[config.mk]
export PLATFORM = sky130hd
export DESIGN_NAME = sha256_round_ctrl
export DESIGN_NICKNAME = d
export VERILOG_FILES = /design/src/rtl/sha256_round_ctrl.sv
export SDC_FILE = /design/constraint.sdc
export NUM_CORES = 1
export LEC_CHECK = 0
export ABC_AREA = 1
export CAP_MARGIN = 20
export CORE_MARGIN = 3
export CORE_UTILIZATION = 40
export CTS_CLUSTER_SIZE = 24
export DETAILED_ROUTE_END_ITERATION = 12
export PLACE_DENSITY = 0.69
export RECOVER_POWER = 50
export REMOVE_ABC_BUFFERS = 1
export SETUP_SLACK_MARGIN = 0.5
export SLEW_MARGIN = 20
export SYNTH_ARGS = -nofsm -noshare
export SYNTH_HDL_FRONTEND = slang
export SYNTH_SLANG_ARGS = --single-unit
[constraint.sdc]
create_clock -name clk -period 1.95 [get_ports clk]
set_clock_uncertainty 0.15 [all_clocks]
set_input_delay 0.39 -clock clk [delete_from_list [all_inputs] [get_ports clk]]
set_output_delay 0.39 -clock clk [all_outputs]
set_load 0.02 [all_outputs]
[src/rtl/sha256_round_ctrl.sv]
// sha256_round_ctrl
// Sequencer for one SHA-256 compression block. Loads 16 message words into
// the schedule, steps 64 rounds while addressing the K ROM, then commands the
// hash-value add-back and pulses done.
//
// Ports
//   clk        sole clock, rising edge
//   rst_n      synchronous active-low reset
//   start      block request, accepted only while ready
//   first      sampled with an accepted start; 1 = load the IV (init_hv)
//   abort      return to IDLE next cycle, no add_en / done
//   hold       freezes round progress while in ROUND
//   msg_valid  message word present on the datapath input
//   msg_ready  controller accepts a word this cycle (LOAD)
//   w_we       write accepted word into schedule slot w_idx
//   w_idx      schedule slot 0..15 for the current load
//   w_sel      0 = loaded word (rounds 0..15), 1 = expanded word (16..63)
//   k_addr     K ROM address = current round number
//   rnd_en     datapath performs one round this cycle
//   init_hv    load the IV into the hash registers
//   add_en     add working variables into the hash registers
//   ready      idle, can accept start
//   busy       in LOAD, ROUND or ADD
//   done       one-cycle pulse, digest valid
module sha256_round_ctrl (
  input  logic       clk,
  input  logic       rst_n,
  input  logic       start,
  input  logic       first,
  input  logic       abort,
  input  logic       hold,
  input  logic       msg_valid,
  output logic       msg_ready,
  output logic       w_we,
  output logic [3:0] w_idx,
  output logic       w_sel,
  output logic [5:0] k_addr,
  output logic       rnd_en,
  output logic       init_hv,
  output logic       add_en,
  output logic       ready,
  output logic       busy,
  output logic       done
);

  typedef enum logic [2:0] {
    S_IDLE  = 3'd0,
    S_LOAD  = 3'd1,
    S_ROUND = 3'd2,
    S_ADD   = 3'd3,
    S_DONE  = 3'd4
  } state_t;

  state_t     state, state_nxt;
  logic [3:0] w_cnt, w_cnt_nxt;
  logic [5:0] rnd_cnt, rnd_cnt_nxt;

  // State and counter registers
  always_ff @(posedge clk) begin
    if (!rst_n) begin
      state   <= S_IDLE;
      w_cnt   <= 4'd0;
      rnd_cnt <= 6'd0;
    end else begin
      state   <= state_nxt;
      w_cnt   <= w_cnt_nxt;
      rnd_cnt <= rnd_cnt_nxt;
    end
  end

  // Next-state and counter update
  always_comb begin
    state_nxt   = state;
    w_cnt_nxt   = w_cnt;
    rnd_cnt_nxt = rnd_cnt;
    if (abort) begin
      // Abort outranks every other input in every state.
      state_nxt   = S_IDLE;
      w_cnt_nxt   = 4'd0;
      rnd_cnt_nxt = 6'd0;
    end else begin
      case (state)
        S_IDLE: begin
          if (start) begin
            state_nxt = S_LOAD;
            w_cnt_nxt = 4'd0;
          end
        end
        S_LOAD: begin
          if (msg_valid) begin
            if (w_cnt == 4'd15) begin
              state_nxt   = S_ROUND;
              w_cnt_nxt   = 4'd0;
              rnd_cnt_nxt = 6'd0;
            end else begin
              w_cnt_nxt = w_cnt + 4'd1;
            end
          end
        end
        S_ROUND: begin
          if (!hold) begin
            // Round 63 leaves ROUND instead of wrapping the counter.
            if (rnd_cnt == 6'd63) begin
              state_nxt   = S_ADD;
              rnd_cnt_nxt = 6'd0;
            end else begin
              rnd_cnt_nxt = rnd_cnt + 6'd1;
            end
          end
        end
        S_ADD:   state_nxt = S_DONE;
        S_DONE:  state_nxt = S_IDLE;
        default: begin
          state_nxt   = S_IDLE;
          w_cnt_nxt   = 4'd0;
          rnd_cnt_nxt = 6'd0;
        end
      endcase
    end
  end

  // Output decode; strobes are suppressed by abort so nothing is committed
  // in the cycle that is being thrown away.
  always_comb begin
    msg_ready = 1'b0;
    w_we      = 1'b0;
    w_idx     = 4'd0;
    w_sel     = 1'b0;
    k_addr    = 6'd0;
    rnd_en    = 1'b0;
    init_hv   = 1'b0;
    add_en    = 1'b0;
    ready     = 1'b0;
    busy      = 1'b0;
    done      = 1'b0;
    case (state)
      S_IDLE: begin
        ready   = 1'b1;
        init_hv = start & first & ~abort;
      end
      S_LOAD: begin
        busy      = 1'b1;
        msg_ready = 1'b1;
        w_idx     = w_cnt;
        w_we      = msg_valid & ~abort;
      end
      S_ROUND: begin
        busy   = 1'b1;
        k_addr = rnd_cnt;
        w_sel  = (rnd_cnt[5:4] != 2'b00);
        rnd_en = ~hold & ~abort;
      end
      S_ADD: begin
        busy   = 1'b1;
        add_en = ~abort;
      end
      S_DONE: begin
        done = ~abort;
      end
      default: begin
        ready = 1'b0;
      end
    endcase
  end

endmodule

Word-level counts from Yosys, hierarchy flattened
Index checks and enable logic that the tools add are counted.
Word-level totals
  input bits: 7
  word-level logic and storage cells: 60
  register bits: 13
Cells by class
  reductions and logical operators: 9
  equal/unequal tests: 11
  multiplexer cells: 26
  add/sub/neg operators: 2
  bitwise operators: 9
Operators with widths (count)
  two-way mux 6 bit: 5
  case mux 6 bit (3 select lines): 1
  two-way mux 4 bit: 4
  two-way mux 3 bit: 5
  case mux 3 bit (4 select lines): 1
  case mux 4 bit (3 select lines): 1
  != test 2 bit, second input constant: 5
  two-way mux 1 bit: 9
  OR reduction 3 bit: 3
  adder 6 x 1 -> 6 bit, second input constant: 1
  equality test 3 x 2 -> 1 bit, second input constant: 2
  equality test 6 bit, second input constant: 1
  NOT 1 bit: 5
  AND reduction 5 bit: 1
  adder 4 x 1 -> 4 bit, second input constant: 1
  bitwise AND 1 bit: 4
  equality test 4 bit, second input constant: 1
  AND reduction 4 bit: 1
  equality test 3 x 1 -> 1 bit, second input constant: 1
  equality test 3 bit, second input constant: 1
  logical NOT 3 bit: 1
  AND reduction 3 bit: 1
  nonzero test 2 bit: 1
  OR reduction 2 bit: 1

Depth between registers and ports, before layout
Gate-level depths: netlist (run 1).
  depth after elaboration: 4
  depth in mapped cells: 8
  gate-level depth less buffers: 8

Least setup slack after synthesis (run 1)
OpenSTA, ideal clock, no wires.
  kind: reg-to-output
  start: reg state[2]
  end: out rnd_en
  setup slack: 0.158 ns
  stages on the path, launching flop included: 6
  buffers on the path: 2
  arrival time: 1.252 ns
  cells stage by stage: dfxtp_1 > buf_4 > nor2_2 > nand2_1 > buf_2 > nor3_1
On the way
  word-level cells in the longest chain between the ends: 2
Ends and longest elaborated chain
  from (decl): RTL line 54  | state_t state, state_nxt;
  from (signal assigned): RTL line 65  | state <= state_nxt;
  equality test 3 x 2 -> 1 bit: RTL line 136  | case (state)
  two-way mux 1 bit: RTL line 136
  to (decl): RTL line 38  | output logic rnd_en,
Every way passes these cells.

Worst setup path in the final report (run 1)
  start: reg state[0]
  end: reg state[0]
On the way
  word-level cells in the longest chain between the ends: 3
  elaborated cells between the ends (all ways): 11
Ends and longest elaborated chain
  equality test 3 x 2 -> 1 bit, or another cell as far along: RTL line 82  | case (state)
  != test 2 bit (no source line)
  AND reduction 5 bit (no source line)
Parallel ways exist; a longest one is shown, timed or not.
A chain may end at the register's enable or synchronous reset.

==> results of run 1 <==
-- sequential cells by signal, indices dropped and copies added, names as in the netlist --
signal / count
state: 3
rnd_cnt: 6
w_cnt: 4
-- synthesized netlist by cell type (all sizes together) --
library cell / count / area share (%)
dfxtp: 13 / 28
ha: 2 / 2.7
nand3: 17 / 11
nand4: 2 / 1.3
nor3: 4 / 2.2
buf: 2 / 1.3
nand2: 31 / 13
xnor2: 1 / 0.94
inv: 26 / 11
nand3b: 1 / 0.81
o21ai: 5 / 2.7
a21oi: 13 / 7.0
xor2: 2 / 1.9
nor2: 34 / 17
-- where the power goes --
group | total, mW | switching [mW] | internal (mW) | leakage, nW
registers | 0.278 | 0.00707 | 0.271 | 0.108
clock network | 0.174 | 0.0943 | 0.0794 | 0.0150
logic | 0.362 | 0.207 | 0.155 | 0.586
-- final cells by class --
class / instances / area, sq um
clock buffer: 4 / 26.3
fill: 146 / 467
inverter: 26 / 105
multi-input combinational: 113 / 727
sequential: 13 / 270
tap: 27 / 33.8
timing repair buffer: 53 / 453
-- routing by layer --
layer	share of wire [%]	routed length, um
met5	0	0
met4	1.0	36
met3	5.1	178
met2	51	1790
met1	43	1490
-- worst register-to-register path: stages, from the launching register on --
cell and delay, ns:
dfxtp_1 0.40, buf_6 0.17, inv_4 0.05, buf_4 0.14, nor2_2 0.11, nand3_1 0.14
nand2_1 0.22, inv_1 0.10, nand3_1 0.11, nand2_1 0.07, a21oi_2 0.11
-- kinds of logic (layout without fill, tap and decap cells) --
kind of cell    Yosys count  in the layout  share of synthesized area, %
buf+inv                  28             83                          11.9
xor+xnor                  3              3                          2.83
flops                    13             13                          28.0
compound gates           18             18                          9.70
fa+ha+maj                 2              2                          2.69
simple gates             89             90                          44.9
-- timing repair --
action | 4_1_cts | 5_1_grt
endpoints found under the setup margin | 31 | 31
pin swaps | 18 | 9
gates cloned | 0 | 1
hold buffers | 0 | 0
resized for setup | 150 | 28
buffers inserted | 8 | 1
-- path summary, 6_finish.rpt --
| kind | cells past startpoint | slack (ns) | endpoint |
|---|---|---|---|
| setup / recovery | 10 | 0.11 | state[0]$_SDFFE_PP0P_ |
| hold / removal | 2 | 0.36 | w_cnt[3]$_SDFFE_PP0P_ |
| setup reg to reg | 10 | 0.11 | state[0]$_SDFFE_PP0P_ |
| hold reg to reg | 2 | 0.36 | w_cnt[3]$_SDFFE_PP0P_ |
-- through the flow --
step                hold WS (ns)  cells
finish                     0.355    236
global route               0.373    236
CTS                        0.346    234
detailed placement         0.337    222
global placement           0.329    222
floorplan                  0.307    151
==> reports/summary.txt, run 1 <==
Run status - completed
GR Util met2 - 41.4%
Initial cell density of the core - 44.6%
Area grow syn2layout - 74.0%
Warning count from the yosys run - 0
Kind of cell adding the most delay to the critical path - simple AND/OR/NAND/NOR gates
Most used cells in the layout excluding fill and tap cells - buf_4, nand2_1, inv_1
Root Buffer Master - clkbuf_4
Longest Clk Path Bufs - 2
Number of buffers and inverters on the critical path - 4
DRT antenna net count - 0
Count of TritonRoute iterations in the first routing pass - 4
Vias in the first global route - 1127
Total track usage - 23.5%
Avg Vias per Cell - 5.12
Cells after Synth - 153
Final #Nets - 219
Inserted Diodes - 0
Maximum capacitance violations - 0
Power density over the cells - 504 mW/mm^2
DP Area - 0.00134 sq mm
Vias - 1208
Setup repair after global routing missed its margin - true
Endpoints failing hold - 0
Largest net degree at the start of global routing - 10
CP Data Required Time - 2.01 ns
Global-route wire length before repair - 4900 um
Final setup TNS - 0 ns
Worst Path Class, Setup - reg -> reg
Worst VDD drop - 0.432 mV
Die Width - 54.2 um
Final Setup Violations - 0
Total number of placement rows - 16
Antenna violations before repair - 0
Startpoint type of the worst setup path - flop
Overall power consumption - 0.814 mW
Buffers added on ports - 25
Layer with the highest usage after global routing - met2
Clock transition at path regs - 0.09 ns
Data arrival time of the critical path - 1.90 ns
Area of the die - 0.00293 sq mm
Crit path time final - 1.84 ns
Worst-margin pin slew - 0.345 ns
CTS H-tree depth - 1
GR met3 Demand/Resource - 4.43%
Post-route worst setup slack - 0.114 ns
Count of cell types in the netlist - 21
Crit. End Element - flop
Global-route congestion overflow total - 0
Stage delay of the slowest cell on the critical path - 0.40 ns
Clock sinks - 13
Tightest slew margin relative to the limit - 77.0%
Share of layout cells above drive strength 1 - 51.2%
WL per Instance - 14.8 um
Final routed DRC violation total - 0
Max stage delay cell, worst path - dfxtp_1
Initial detailed-routing violation count - 23
Critical R2R Launch - state[0]$_SDFFE_PP0P_
Hold/Removal Path Class - reg -> reg
DPL Wire Length - 1960 um
Routed WL - 3490 um
Crit path from - state[0]$_SDFFE_PP0P_
CTS tree - yes
Worst-Skew Late Latency - 0.28 ns
Final core utilization - 77.6%
Start point of the worst hold path - w_cnt[3]$_SDFFE_PP0P_
CTS buffer count - 3
Avg Synthesized Cell Area - 6.07 sq um
Met1 routing resource usage after global routing - 26.9%
Flip-flop and latch count after synthesis - 13
Critical Path Fanout Max - 5
CP cell instances - buf_6, inv_4, buf_4, nor2_2, nand3_1, nand2_1, inv_1, nand3_1, nand2_1, a21oi_2
Vertical die dimension - 54.2 um
Most common cell after layout, fill and taps aside - buf_4
Share of the yosys chip area belonging to registers - 28.0%
Weighted congestion at the end of routability-driven global placement - 0.830
Post-route cell area - 0.00162 sq mm
Boundary Pins - 26
Area inside the core boundary - 0.00208 sq mm
Setup slack at placement - -0.371 ns
Share of the cycle needed by the critical path after routing - 94.2%
P_leak - 0.710 nW
Max-slew violations - 0
Peak Freq - 545 MHz
Netlist Area Pre-Place - 928 sq um
No activity file was read; power rests on OpenSTA's default activity.
==> run 2: changes to the inputs <==
--- a/config.mk
+++ b/config.mk
@@ -6,6 +6,7 @@
 export NUM_CORES = 1
 export LEC_CHECK = 0
 export ABC_AREA = 1
+export ABC_CLOCK_PERIOD_IN_PS = 1950
 export CAP_MARGIN = 20
 export CORE_MARGIN = 3
 export CORE_UTILIZATION = 40
==> constraint.sdc (replaced) <==
create_clock -name clk -period 1.95 [get_ports clk]
set_clock_uncertainty 0.15 [all_clocks]
set_input_delay 0.39 -clock clk [delete_from_list [all_inputs] [get_ports clk]]
set_output_delay 0.39 -clock clk [all_outputs]
set_load 0.05 [all_outputs]
==> run 2 against run 1 <==
Compared with the run above: the run now ends with negative setup slack left; via count is 18% higher; wire length rose by 36%; core utilization rose by 14 points; fmax fell by 9.8%; final cell count is 1.3% lower; non-clock buffer count decreased by 3; global-route usage increased by 3.8 points; sequential share of layout area is 2.0 points lower; clock power up 6%; largest cell class unchanged.
==> reports/summary.txt, run 2 (synthesis results as in run 1) <==
Most used cells in the layout excluding fill and tap cells - nand2_1, buf_12, nor2_4, inv_1, buf_4 (was buf_4, nand2_1, inv_1)
Final #Nets - 216 (was 219)
Initial detailed-routing violation count - 110 (was 23)
Peak Freq - 491 MHz (was 545 MHz)
Largest registers - rnd_cnt (6), w_cnt (4), state (3) (unchanged)
Failing checks - negative setup slack
Final setup TNS - -0.266 ns (was 0 ns)
Filler cells - 77 (was 146)
Area inside the core boundary - 0.00208 sq mm (unchanged)
P_leak - 0.734 nW (was 0.710 nW)
Weighted congestion at the end of routability-driven global placement - 0.865 (was 0.830)
CP cell instances - buf_6, inv_4, nand2_4, nor3_2, buf_4, buf_12 (was buf_6, inv_4, buf_4, nor2_2, nand3_1, nand2_1, inv_1, nand3_1, nand2_1, a21oi_2)
Run status - finished with violations (was completed)
Crit path time final - 2.03 ns (was 1.84 ns)
Worst-Skew Late Latency - 0.30 ns (was 0.28 ns)
Total number of placement rows - 16 (unchanged)
Max stage delay cell, worst path - dfxtp_4 (was dfxtp_1)
CTS H-tree depth - 1 (unchanged)
WL per Instance - 20.4 um (was 14.8 um)
Fraction of power spent switching nets - 42.1% (was 37.9%)
Combinational cell fraction of total power - 46.6% (was 44.5%)
Maximum capacitance violations - 0 (unchanged)
Worst-margin pin slew - 0.313 ns (was 0.345 ns)
Final Setup Violations - 10 (was 0)
Inserted Diodes - 0 (unchanged)
Critical Path Fanout Max - 6 (was 5)
Hold Worst Slack - 0.366 ns (was 0.355 ns)
Routed WL - 4750 um (was 3490 um)
CP Data Required Time - 1.41 ns (was 2.01 ns)
Vias - 1429 (was 1208)
Share of the cycle needed by the critical path after routing - 104% (was 94.2%)
Tightest slew margin relative to the limit - 79.0% (was 77.0%)
Setup slack at placement - -0.0669 ns (was -0.371 ns)
Final core utilization - 91.1% (was 77.6%)
Startpoint type of the worst setup path - flop (unchanged)
Avg Vias per Cell - 6.13 (was 5.12)
Number of flip-flops under the largest register name - 6 (unchanged)
Stage delay of the slowest cell on the critical path - 0.37 ns (was 0.40 ns)
Fraction of power consumed by the clock network - 21.0% (was 21.3%)
Number of buffers and inverters on the critical path - 4 (unchanged)
Global-route congestion overflow total - 0 (unchanged)
Max-slew violations - 0 (unchanged)
Vertical die dimension - 54.2 um (unchanged)
Kind of cell adding the most delay to the critical path - buffers and inverters (was simple AND/OR/NAND/NOR gates)
Clock sinks - 13 (unchanged)
Buffers added on ports - 25 (unchanged)
CTS buffer count - 3 (unchanged)
Total track usage - 27.3% (was 23.5%)
Register with the most flip-flops - rnd_cnt (unchanged)
Setup repair after global routing missed its margin - true (unchanged)
Crit. End Element - output pin (was flop)
Area of the die - 0.00293 sq mm (unchanged)
Root Buffer Master - clkbuf_4 (unchanged)
Worst Path Class, Setup - reg -> out (was reg -> reg)
Data arrival time of the critical path - 1.49 ns (was 1.90 ns)
Overall power consumption - 0.875 mW (was 0.814 mW)
DRT antenna net count - 0 (unchanged)
Internal power - 0.506 mW (was 0.505 mW)
Die Width - 54.2 um (unchanged)
Count of TritonRoute iterations in the first routing pass - 8 (was 4)
Vias in the first global route - 1271 (was 1127)
Share of layout cells above drive strength 1 - 52.4% (was 51.2%)
Count of hold buffers inserted by post-cts repair - 0 (unchanged)
Boundary Pins - 26 (unchanged)
Most common cell after layout, fill and taps aside - nand2_1 (was buf_4)
Initial cell density of the core - 44.6% (unchanged)
DPL Wire Length - 1990 um (was 1960 um)
Post-route worst setup slack - -0.0848 ns (was 0.114 ns)
Final routed DRC violation total - 0 (unchanged)
Worst VDD drop - 0.478 mV (was 0.432 mV)
Endpoints failing hold - 0 (unchanged)
Power density over the cells - 461 mW/mm^2 (was 504 mW/mm^2)
Antenna violations before repair - 0 (unchanged)
Register share of total power - 32.4% (was 34.2%)
CTS tree - yes (unchanged)
Clock transition at path regs - 0.10 ns (was 0.09 ns)
Switching component of the power - 0.369 mW (was 0.309 mW)
Longest Clk Path Bufs - 2 (unchanged)
Largest net degree at the start of global routing - 11 (was 10)
Global-route wire length before repair - 5680 um (was 4900 um)
Hold/Removal Path Class - reg -> reg (unchanged)
Area grow syn2layout - 104% (was 74.0%)
-- run 2: final cells by class --
type                            instances  area [sq um]  area share, %
Multi-Input combinational cell        113           776           40.9
Timing Repair Buffer                   50           664           35.0
Sequential cell                        13           279           14.7
Inverter                               26           118           6.20
Tap cell                               27          33.8           1.78
Clock buffer                            4          26.3           1.39
-- run 2: what timing repair did --
item,in CTS,in global routing
pin swaps,12,6
setup buffers,9,9
endpoints found under the setup margin,31,32
resized for setup,60,32
gates cloned,1,0
-- run 2: metal layers --
| metal | global-route usage, % | wire length [um] | vias to the layer above |
|---|---|---|---|
| met3 | 6.65 | 467 | 47 |
| met1 | 26.4 | 1660 | 649 |
| met2 | 49.8 | 2270 | 143 |
| met5 | 0 | 0 | - |
| li1 | - | - | 590 |
| met4 | 19.5 | 353 | 0 |
-- run 2: path summary, 6_finish.rpt --
kind / from / to / slack [ns] / cells after the start
max: state[0]$_SDFFE_PP0P_ / done / -0.08 / 6
min: rnd_cnt[5]$_SDFFE_PP0P_ / rnd_cnt[5]$_SDFFE_PP0P_ / 0.37 / 2
max reg2reg: state[2]$_SDFFE_PP0P_ / rnd_cnt[4]$_SDFFE_PP0P_ / -0.05 / 13
min reg2reg: rnd_cnt[5]$_SDFFE_PP0P_ / rnd_cnt[5]$_SDFFE_PP0P_ / 0.37 / 2
-- run 2: stage by stage --
step	cells	area, sq um
2_1_floorplan	151	916
3_3_place_gp	210	1440
3_5_place_dp	210	1440
4_1_cts	224	1710
5_1_grt	233	1900
6_report	233	1900
-- run 2: worst register-to-register path: cells and delay by family, from the launching register on --
kind                   cells  cell delay, ns
AO/OA/AOI/OAI              1            0.13
AND/OR/NAND/NOR            5            0.47
flip-flops                 1            0.38
buffers and inverters      7            0.80
-- run 2: power by group through the flow --
| stage | logic [mW] | clock network [mW] | registers, mW |
|---|---|---|---|
| 3_5_place_dp | 0.272 | 0 | 0.285 |
| 4_1_cts | 0.331 | 0.172 | 0.283 |
| 5_1_grt | 0.425 | 0.189 | 0.284 |
| 2_1_floorplan | 0.162 | 0 | 0.287 |
| 3_3_place_gp | 0.269 | 0 | 0.285 |
| 6_report | 0.407 | 0.184 | 0.284 |
==> run 3: changes to the inputs <==
--- a/config.mk
+++ b/config.mk
@@ -9,10 +9,10 @@
 export ABC_CLOCK_PERIOD_IN_PS = 1950
 export CAP_MARGIN = 20
 export CORE_MARGIN = 3
-export CORE_UTILIZATION = 40
+export CORE_UTILIZATION = 47
 export CTS_CLUSTER_SIZE = 24
 export DETAILED_ROUTE_END_ITERATION = 12
-export PLACE_DENSITY = 0.69
+export PLACE_DENSITY = 0.79
 export RECOVER_POWER = 50
 export REMOVE_ABC_BUFFERS = 1
 export SETUP_SLACK_MARGIN = 0.5
==> run 3 against run 2 <==
Compared with the run above: the flow now stops in clock tree synthesis; synthesized cell count is the same; synthesized area is the same.
==> reports/summary.txt, run 3 <==
EDFF count, synth - 0 (unchanged)
Most used flip-flop cell after synthesis - dfxtp_1 (unchanged)
Cells after Synth - 153 (unchanged)
Count of cell types in the netlist - 21 (unchanged)
Last flow stage reached - clock tree synthesis
Netlist Area Pre-Place - 928 sq um (unchanged)
CTS H-tree depth - 1 (unchanged)
Boundary Pins - 26 (unchanged)
Clock sinks - 13 (unchanged)
Post-synthesis async set-or-reset flop share - 0% (unchanged)
First error in the log - [ERROR DPL-0033] detailed placement checks failed during check placement.
Post-synth top area cell - dfxtp_1 (unchanged)
Warning count from the yosys run - 0 (unchanged)
Longest Clk Path Bufs - 2 (unchanged)
Synth top area cells - dfxtp_1, nand2_1, nor2_1 (unchanged)
Placed instance count - 209 (was 210)
Root Buffer Master - clkbuf_4 (unchanged)
Flip-flop and latch count after synthesis - 13 (unchanged)
Total setup buffers inserted after CTS - 13 (was 9)
Weighted congestion at the end of routability-driven global placement - 0.803 (was 0.865)
Synth top cells by count - nand2_1, nor2_1, inv_1 (unchanged)
Initial cell density of the core - 51.5% (was 44.6%)
Buffers added on ports - 25 (unchanged)
Total number of placement rows - 15 (was 16)
DPL Wire Length - 2190 um (was 1990 um)
Share of the yosys chip area belonging to registers - 28.0% (unchanged)
Number of gates resized after cts - 65 (was 60)
Vertical die dimension - 50.4 um (was 54.2 um)
Yosys top cell area share - 28.0% (unchanged)
Die Width - 50.4 um (was 54.2 um)
Most repeated cell in the gate-level netlist after synthesis - nand2_1 (unchanged)
Run status - did not finish (was finished with violations)
Avg Synthesized Cell Area - 6.07 sq um (unchanged)
CTS buffer count - 3 (unchanged)
Count of hold buffers inserted by post-cts repair - 0 (unchanged)
==> run 3: cells by family after synthesis <==
group                      count (synthesis)  share of synthesized area, %
DFF                                       13                          28.0
and+or+nand+nor                           89                          44.9
adders and majority gates                  2                          2.69
xor gates and xnor gates                   3                          2.83
buffers and inverters                     28                          11.9
AOI/OAI and AO/OA                         18                          9.70
==> run 3: per-stage QoR <==
stage / instance area, sq um / setup WS (ns)
after detailed placement: 1450 / -0.0656
after floorplan: 916 / -0.401
after global placement: 1450 / -0.00474
==> run 4: changes to the inputs <==
--- a/config.mk
+++ b/config.mk
@@ -8,14 +8,12 @@
 export ABC_AREA = 1
 export ABC_CLOCK_PERIOD_IN_PS = 1950
 export CAP_MARGIN = 20
-export CORE_MARGIN = 3
-export CORE_UTILIZATION = 47
-export CTS_CLUSTER_SIZE = 24
+export CORE_AREA = 3 3 64 66
 export DETAILED_ROUTE_END_ITERATION = 12
-export PLACE_DENSITY = 0.79
+export DIE_AREA = 0 0 67 69
+export PLACE_DENSITY_LB_ADDON = 0.15
 export RECOVER_POWER = 50
 export REMOVE_ABC_BUFFERS = 1
-export SETUP_SLACK_MARGIN = 0.5
 export SLEW_MARGIN = 20
 export SYNTH_ARGS = -nofsm -noshare
 export SYNTH_HDL_FRONTEND = slang
==> run 4 against run 3 <==
Compared with the run above: the run now ends clean.
==> reports/summary.txt, run 4 (synthesis results as in run 1) <==
Register Area - 263 sq um
Max-slew violations - 0
Filler cells - 374
Largest registers - rnd_cnt (6), w_cnt (4), state (3)
Boundary Pins - 26 (unchanged)
Vertical die dimension - 69 um (was 50.4 um)
Power density over the cells - 503 mW/mm^2
Number of flip-flops under the largest register name - 6
Worst VDD drop - 0.446 mV
Die Width - 67 um (was 50.4 um)
Cell count of the worst reg-to-reg path - 9
Final core utilization - 43.4%
Tightest slew margin relative to the limit - 75.3%
Clock transition at path regs - 0.05 ns
Area grow syn2layout - 69.7%
CP cell instances - clkdlybuf4s50_1, nand3_1, nor3_2, buf_4, buf_12
Setup slack at placement - -0.0466 ns (was -0.0656 ns)
Area taken by multi-input logic gates - 576 sq um
Final #Nets - 201
DRT antenna net count - 0
Critical Path Fanout Max - 2
Vias in the first global route - 985
Hold/Removal Path Class - reg -> reg
Vias - 1063
Worst-Skew Late Latency - 0.24 ns
Largest net degree at the start of global routing - 12
Overall power consumption - 0.793 mW
Run status - completed (was did not finish)
Clock sinks - 13 (unchanged)
Weighted congestion at the end of routability-driven global placement - 0.819 (was 0.803)
Peak Freq - 524 MHz
Worst setup endpoint - init_hv
Total track usage - 12.1%
Longest Clk Path Bufs - 2 (unchanged)
P_leak - 0.660 nW
Crit path time final - 1.91 ns
Global-route congestion overflow total - 0
Area of the die - 0.00462 sq mm
Post-route worst setup slack - 0.0429 ns
WL per Instance - 11.1 um
Most used cells in the layout excluding fill and tap cells - nand2_1, nor2_1, inv_1
CTS buffer count - 3 (unchanged)
Inserted Diodes - 0
Worst Path Class, Setup - in -> out
Total number of placement rows - 22 (was 15)
Antenna violations before repair - 0
Area inside the core boundary - 0.00363 sq mm
Avg Vias per Cell - 4.45
Stage delay of the slowest cell on the critical path - 0.48 ns
Share of the cycle needed by the critical path after routing - 97.8%
Worst-margin pin slew - 0.371 ns
Hold Crit Depth - 2
Data arrival time of the critical path - 1.37 ns
Endpoints failing hold - 0
Root Buffer Master - clkbuf_8 (was clkbuf_4)
Share of layout cells above drive strength 1 - 27.7%
Critical R2R Capture - w_cnt[0]$_SDFFE_PP0P_
Max stage delay cell, worst path - clkdlybuf4s50_1
Critical R2R Launch - state[2]$_SDFFE_PP0P_
Final routed DRC violation total - 0
CTS H-tree depth - 1 (unchanged)
CP Data Required Time - 1.41 ns
DPL Wire Length - 2030 um (was 2190 um)
Maximum capacitance violations - 0
Final Setup Violations - 0
Startpoint type of the worst setup path - input pin
Initial cell density of the core - 25.6% (was 51.5%)
Fin cells - 239
Setup repair after global routing missed its margin - true
Placed instance count - 230 (was 209)
Global-route wire length before repair - 4470 um
Initial detailed-routing violation count - 23
Buffers added on ports - 25 (unchanged)
Most common cell after layout, fill and taps aside - nand2_1
CTS tree - yes
Worst reg2reg setup slack - 0.21 ns
Crit path from - start
Crit. End Element - output pin
Register with the most flip-flops - rnd_cnt
Routed WL - 2650 um
Count of TritonRoute iterations in the first routing pass - 4
## run 4: cell type report
type / instances / share of cell area, %
Multi-Input combinational cell: 112 / 36.5
Timing Repair Buffer: 36 / 33.3
Tap cell: 48 / 3.81
Inverter: 26 / 6.83
Sequential cell: 13 / 16.7
Clock buffer: 4 / 2.86
## run 4: where the power goes
group / switching (mW) / internal, mW
clock network: 0.0985 / 0.145
registers: 0.00955 / 0.273
logic: 0.166 / 0.101
total: 0.274 / 0.518
## run 4: layer usage
metal / share of wire [%] / up-vias / global-route usage [%]
li1: - / 563 / -
met1: 47 / 478 / 16.7
met4: 0.94 / 0 / 3.60
met2: 48 / 18 / 18.1
met5: 0 / - / 0
met3: 3.4 / 4 / 3.42
## run 4: what timing repair did
item                                    in CTS  in global routing
endpoints found under the setup margin       4                 15
setup buffers                                1                  4
hold buffers                                 0                  0
resized for setup                            4                 16
pin swaps                                    1                  1
## run 4: critical path, delay by kind of cell
kind                   cells  cell delay [ns]
AND/OR/NAND/NOR            2             0.22
buffers and inverters      3             0.74
## run 4: metrics by stage
| stage | hold slack, ns | TNS, ns | cell area (sq um) |
|---|---|---|---|
| 3_5_place_dp | 0.339 | -0.0466 | 1460 |
| 5_1_grt | 0.368 | -0.335 | 1580 |
| 6_report | 0.340 | 0 | 1580 |
| 3_3_place_gp | 0.331 | -0.0111 | 1460 |
| 4_1_cts | 0.347 | 0 | 1520 |
| 2_1_floorplan | 0.307 | -1.33 | 916 |
## run 4: how the worst min path moves through the flow
stage	startpoint	end
CTS	w_cnt[3]$_SDFFE_PP0P_	w_cnt[3]$_SDFFE_PP0P_
finish	w_cnt[3]$_SDFFE_PP0P_	w_cnt[3]$_SDFFE_PP0P_
floorplan	w_cnt[3]$_SDFFE_PP0P_	w_cnt[3]$_SDFFE_PP0P_
detailed placement	w_cnt[3]$_SDFFE_PP0P_	w_cnt[3]$_SDFFE_PP0P_
global route	w_cnt[3]$_SDFFE_PP0P_	w_cnt[3]$_SDFFE_PP0P_
global placement	w_cnt[3]$_SDFFE_PP0P_	w_cnt[3]$_SDFFE_PP0P_
